### src/rtl/cipher_display_sequencer.sv
// cipher_display_sequencer
//   Reads cipher bytes back from a registered BRAM one at a time and converts
//   each byte to three BCD digits with a sequential double-dabble. Each byte
//   is shown on the seven-segment driver digits for DWELL cycles. A 16-LED
//   thermometer bar tracks progress, and done pulses after the last byte.
//
// Ports
//   CLK100MHZ          system clock (rising edge)
//   reset_n            asynchronous active-low reset
//   start              1-cycle run request, sampled only while idle
//   abort              synchronous stop back to idle, no done pulse
//   count              number of cipher bytes, latched on an accepted start
//   mem_en / mem_addr  BRAM read strobe and address (current byte index)
//   mem_dout           BRAM read data, valid one cycle after mem_en
//   busy / done        run in progress / one-cycle completion pulse
//   digit3             current byte index mod 10
//   digit2..digit0     hundreds / tens / units of the current cipher byte
//   led                progress thermometer
module cipher_display_sequencer #(
  parameter int DWELL  = 10000,
  parameter int ADDR_W = 8
) (
  input  logic              CLK100MHZ,
  input  logic              reset_n,
  input  logic              start,
  input  logic              abort,
  input  logic [ADDR_W-1:0] count,
  output logic              mem_en,
  output logic [ADDR_W-1:0] mem_addr,
  input  logic [7:0]        mem_dout,
  output logic              busy,
  output logic              done,
  output logic [3:0]        digit3,
  output logic [3:0]        digit2,
  output logic [3:0]        digit1,
  output logic [3:0]        digit0,
  output logic [15:0]       led
);

  localparam int DW_W = (DWELL > 1) ? $clog2(DWELL) : 1;
  // Wide enough for 16 * (2^ADDR_W - 1) so the thermometer compare never overflows.
  localparam int LW   = ADDR_W + 5;

  typedef enum logic [2:0] {
    S_IDLE,
    S_READ,
    S_WAIT,
    S_CONV,
    S_SHOW,
    S_DONE
  } state_t;

  state_t            state_q, state_d;
  logic [ADDR_W-1:0] index_q, index_d;
  logic [ADDR_W-1:0] count_q, count_d;
  logic [DW_W-1:0]   dwell_q, dwell_d;
  logic [2:0]        conv_q, conv_d;
  logic [7:0]        sr_q, sr_d;
  logic [11:0]       bcd_q, bcd_d;
  logic [3:0]        dig3_q, dig3_d;
  logic [3:0]        dig2_q, dig2_d;
  logic [3:0]        dig1_q, dig1_d;
  logic [3:0]        dig0_q, dig0_d;
  logic [15:0]       led_q, led_d;
  logic [19:0]       step_c;

  // One double-dabble iteration on {bcd, binary}: correct any BCD nibble
  // that would overflow past 9 after doubling, then shift left by one.
  function automatic logic [19:0] dd_step(input logic [19:0] v);
    logic [19:0] a;
    a = v;
    for (int n = 0; n < 3; n++) begin
      if (a[8+4*n +: 4] >= 4'd5) a[8+4*n +: 4] = a[8+4*n +: 4] + 4'd3;
    end
    return {a[18:0], 1'b0};
  endfunction

  // led[k] lights once shown/total >= (k+1)/16, evaluated by cross-multiplying.
  function automatic logic [15:0] thermo(input logic [ADDR_W-1:0] shown,
                                         input logic [ADDR_W-1:0] total);
    logic [LW-1:0] lhs;
    logic [LW-1:0] rhs;
    logic [15:0]   t;
    lhs = LW'(shown) << 4;
    t   = '0;
    for (int k = 0; k < 16; k++) begin
      rhs  = LW'(k + 1) * LW'(total);
      t[k] = (lhs >= rhs);
    end
    return t;
  endfunction

  function automatic logic [3:0] mod10(input logic [ADDR_W-1:0] idx);
    int r;
    r = int'(idx) % 10;
    return 4'(r);
  endfunction

  assign step_c = dd_step({bcd_q, sr_q});

  always_comb begin
    state_d = state_q;
    index_d = index_q;
    count_d = count_q;
    dwell_d = dwell_q;
    conv_d  = conv_q;
    sr_d    = sr_q;
    bcd_d   = bcd_q;
    dig3_d  = dig3_q;
    dig2_d  = dig2_q;
    dig1_d  = dig1_q;
    dig0_d  = dig0_q;
    led_d   = led_q;

    // Abort wins over everything else; digits and led are left untouched.
    if (abort && (state_q != S_IDLE)) begin
      state_d = S_IDLE;
    end else begin
      case (state_q)
        S_IDLE: begin
          if (start && !abort) begin
            count_d = count;
            index_d = '0;
            dwell_d = '0;
            led_d   = '0;
            state_d = (count == '0) ? S_DONE : S_READ;
          end
        end
        S_READ: state_d = S_WAIT;
        S_WAIT: begin
          sr_d    = mem_dout;
          bcd_d   = '0;
          conv_d  = '0;
          state_d = S_CONV;
        end
        S_CONV: begin
          {bcd_d, sr_d} = step_c;
          conv_d        = conv_q + 3'd1;
          if (conv_q == 3'd7) begin
            dig2_d  = step_c[19:16];
            dig1_d  = step_c[15:12];
            dig0_d  = step_c[11:8];
            dig3_d  = mod10(index_q);
            dwell_d = '0;
            state_d = S_SHOW;
          end
        end
        S_SHOW: begin
          if (dwell_q == DW_W'(DWELL - 1)) begin
            dwell_d = '0;
            led_d   = thermo(index_q + ADDR_W'(1), count_q);
            if (index_q == count_q - ADDR_W'(1)) begin
              state_d = S_DONE;
            end else begin
              index_d = index_q + ADDR_W'(1);
              state_d = S_READ;
            end
          end else begin
            dwell_d = dwell_q + DW_W'(1);
          end
        end
        S_DONE:  state_d = S_IDLE;
        default: state_d = S_IDLE;
      endcase
    end
  end

  always_ff @(posedge CLK100MHZ or negedge reset_n) begin
    if (!reset_n) begin
      state_q <= S_IDLE;
      index_q <= '0;
      count_q <= '0;
      dwell_q <= '0;
      conv_q  <= '0;
      sr_q    <= '0;
      bcd_q   <= '0;
      dig3_q  <= '0;
      dig2_q  <= '0;
      dig1_q  <= '0;
      dig0_q  <= '0;
      led_q   <= '0;
    end else begin
      state_q <= state_d;
      index_q <= index_d;
      count_q <= count_d;
      dwell_q <= dwell_d;
      conv_q  <= conv_d;
      sr_q    <= sr_d;
      bcd_q   <= bcd_d;
      dig3_q  <= dig3_d;
      dig2_q  <= dig2_d;
      dig1_q  <= dig1_d;
      dig0_q  <= dig0_d;
      led_q   <= led_d;
    end
  end

  assign mem_en   = (state_q == S_READ);
  assign mem_addr = index_q;
  assign busy     = (state_q != S_IDLE);
  assign done     = (state_q == S_DONE);
  assign digit3   = dig3_q;
  assign digit2   = dig2_q;
  assign digit1   = dig1_q;
  assign digit0   = dig0_q;
  assign led      = led_q;

endmodule

### config.mk
export PLATFORM = sky130hd
export DESIGN_NAME = cipher_display_sequencer
export DESIGN_NICKNAME = d
export VERILOG_FILES = /design/src/rtl/cipher_display_sequencer.sv
export SDC_FILE = /design/constraint.sdc
export NUM_CORES = 1
export LEC_CHECK = 0
export ABC_AREA = 1
export CAP_MARGIN = 20
export CORE_MARGIN = 2
export CORE_UTILIZATION = 49
export DETAILED_ROUTE_END_ITERATION = 8
export PLACE_DENSITY = 0.68
export SLEW_MARGIN = 20
export SYNTH_ARGS = -nofsm -noshare
export SYNTH_HDL_FRONTEND = slang
export SYNTH_SLANG_ARGS = --single-unit
### constraint.sdc
create_clock -name CLK100MHZ -period 5.23 [get_ports CLK100MHZ]
set_input_delay 1.046 -clock CLK100MHZ [delete_from_list [all_inputs] [get_ports CLK100MHZ]]
set_output_delay 1.046 -clock CLK100MHZ [all_outputs]
set_load 0.02 [all_outputs]
==> out/qor.csv <==
stage,metric,value,unit
global_route,first-pass GRT wire length,42.92,mm
layout,post-layout util,56.88,%
route,Final ANT Viol Nets,0,
worst_setup_path,endpoint class of the critical path,flip-flop,
die,io pins,63,
die,CORE AREA,20300,µm²
synth,distinct cell type count of the synthesized netlist,56,
die,die area,21970,µm²
sta,Setup TNS,0,ns
placed_design,PortBufs,62,
synth,dominant cells by area after synthesis,"ha_1 25%, dfrtp_1 22%, inv_1 6.7%",
route,final WL,25.37,mm
synth,synthesized area per cell,8.267,µm²
clock_network,TritonCTS clock tree,done,
synth,top cell type's share of synthesized area,24.92,%
pwr,worst vdd ir,0.0005849,V
sta,RSZ-0062 raised after global routing,false,
worst_setup_path,CP Class,flip-flop to flip-flop,
sta,Final min period,4.339,ns
die,Die X,148.2,µm
placed_design,post-DP HPWL,20.25,mm
worst_setup_path,CP max FO,12,
die,Initial Util,50.22,%
clock_network,clk_lat worst skew,0.35,ns
pwr,Cell Pwr Density,708.6,nW/µm²
synth,"top cells by count, synth","203 x ha_1, 182 x inv_1, 181 x nand2_1",
route,drt pass-1 iters,5,
status,status,"complete, no violations",
layout,ANT cells,0,
clock_network,CTS sink cnt,88,
route,vias per inst,5.413,
layout,synth-to-layout area growth,13.27,%
clock_network,maximum clock insertion buffer count,2,
synth,cell accounting for the most synthesized area,ha_1,
sta,Final Setup Violations,0,
sta,f_max,0.2305,GHz
route,drt drc,0,
sta,worst-margin pin slew,0.8877,ns
global_route,GRT Total Usage,24.17,%
placed_design,placed insts,1569,
clock_network,H-tree depth,3,
pwr,Combinational Power Share,79.2,%
synth,post-synthesis cell area,10190,µm²
synth,Cells after Synth,1233,
pwr,Int Pwr,0.003936,W
pwr,Reg power frac,11.9,%
clock_network,"Gates resized, CTS repair",0,
layout,Nets,1567,
pwr,power share of the clock group,8.9,%
sta,relative slew slack,40.76,%
sta,"Hold Violations, Final",0,
synth,Post-synth EDFFs,0,
flow_run,Max Cap Viol,0,
synth,async set-reset flop share out of synthesis,100.0,%
sta,worst setup margin,0.8911,ns
global_route,vias in the first global route,8679,
die,row count,52,
synth,most frequent cell after synthesis,ha_1,
pwr,Sw Ratio,51.90,%
sta,hold slack final,0.4734,ns
synth,Seq cells post-synth,88,
layout,fin cells,1585,
layout,layout cell share with drive strength beyond 1,7.605,%
route,via count,8579,
min_path,Min-Delay Path Class,flip-flop to flip-flop,
placed_design,routability cong.,0.8754,
clock_network,# Post-CTS Setup Buffers,0,
synth,Synth Flop Type,dfrtp_1,
synth,yosys warns,0,
global_route,antenna violations before repair,0,
sta,ratio of final minimum period to clock period,82.96,%
pwr,Leak,6.173,nW
synth,syn_nets,1490,
worst_setup_path,Setup crit start kind,flip-flop,
sta,Setup Skew,0.01274,ns
clock_network,Num CTS Buffers,9,
worst_setup_path,Critical Path RT,5.46,ns
clock_network,clock root cell,clkbuf_16,
clock_network,CTS Hold Bufs,0,
route,drt first-iter violations,450,
sta,Final Max Slew Viols,0,
pwr,Psw,0.004246,W
clock_network,clk slew on worst S/H paths,0.07,ns
synth,sequential element share of the synthesized area,21.60,%
route,routed length per placed instance,16.00,µm
global_route,largest net degree at the start of global routing,59,
die,die height,148.2,µm
worst_setup_path,Crit path arrival time,4.57,ns
placed_design,pre-CTS setup slack,0.9533,ns
global_route,grt ovf,0,
==> power by group through the flow <==
stage / combinational (W) / sequential (W) / clock [W]
2_1_floorplan: 0.00489 / 0.00103 / 0
3_3_place_gp: 0.00626 / 0.000980 / 0
3_5_place_dp: 0.00648 / 0.000984 / 0
4_1_cts: 0.00652 / 0.000970 / 0.000743
5_1_grt: 0.00752 / 0.000995 / 0.000768
6_report: 0.00648 / 0.000973 / 0.000728
==> through the flow <==
| step | power [W] | area [µm²] |
|---|---|---|
| 6_report | 0.008182 | 11550 |
| 5_1_grt | 0.009279 | 11550 |
| 4_1_cts | 0.008234 | 11550 |
| 3_5_place_dp | 0.007468 | 11210 |
| 3_3_place_gp | 0.007242 | 11210 |
| 2_1_floorplan | 0.005915 | 10190 |
==> sequential cells by signal, summed over array words and instances, names as in the netlist <==
register / count
sr_q: 8
digit2: 4
conv_q: 3
digit3: 4
dwell_q: 14
state_q: 3
led: 16
mem_addr: 8
digit1: 4
count_q: 8
digit0: 4
bcd_q: 12
==> worst paths after layout <==
| kind | cells past startpoint | end | from | slack [ns] |
|---|---|---|---|---|
| setup / recovery | 18 | led[12] | count_q[3] | 0.89 |
| hold / removal | 2 | sr_q[5] | sr_q[4] | 0.47 |
| setup reg to reg | 18 | led[12] | count_q[3] | 0.89 |
| hold reg to reg | 2 | sr_q[5] | sr_q[4] | 0.47 |
| max in group asynchronous | 2 | state_q[2] | reset_n | 3.53 |
| min in group asynchronous | 1 | digit3[1] | reset_n | 0.77 |
==> layout by cell type, fill, tap and decap left out, drive strengths merged, types with 34 or more instances in the layout <==
cell	Yosys	final
ha	203	203
nand2	199	199
inv	194	197
o21ai	99	99
dfrtp	88	88
a21oi	83	83
clkdlybuf4s50	0	61
nor2	59	59
nand3	56	56
xor2	46	46
fa	34	34
==> final cells by class <==
| class | instances | area [µm²] |
|---|---|---|
| Timing Repair Buffer | 78 | 738.2 |
| Fill cell | 1917 | 8753 |
| Multi-Input combinational cell | 935 | 7184 |
| Clock inverter | 7 | 112.6 |
| Tap cell | 270 | 337.8 |
| Inverter | 198 | 745.7 |
| Clock buffer | 9 | 225.2 |
| Sequential cell | 88 | 2202 |
==> worst max-delay path, stage by stage, from the launching register on <==
cell and delay [ns]:
dfrtp_1 0.69, inv_1 0.30, ha_1 0.44, inv_1 0.08, fa_1 0.50, inv_1 0.04, ha_1 0.34, a21oi_1 0.18
nand2_1 0.11, xnor2_1 0.14, ha_1 0.26, a21boi_0 0.12, o21a_1 0.17, o21a_1 0.16, o21a_1 0.17, o21a_1 0.16
o21a_1 0.16, o21ai_0 0.14, nand2_1 0.06
==> layer usage <==
layer / up-vias / routed length [µm] / track usage, %
met5: - / 0 / 0
li1: 4317 / - / -
met4: 0 / 519 / 6.190
met2: 134 / 12170 / 41.76
met3: 40 / 930 / 3.252
met1: 4088 / 11750 / 32.06
==> cell families after synthesis <==
| group | synth area share, % |
|---|---|
| buf+inv | 7.917 |
| compound gates | 15.31 |
| xor+xnor | 5.585 |
| fa+ha+maj | 31.59 |
| simple gates | 17.99 |
| flops | 21.60 |
(Power assumes the default switching activity.)
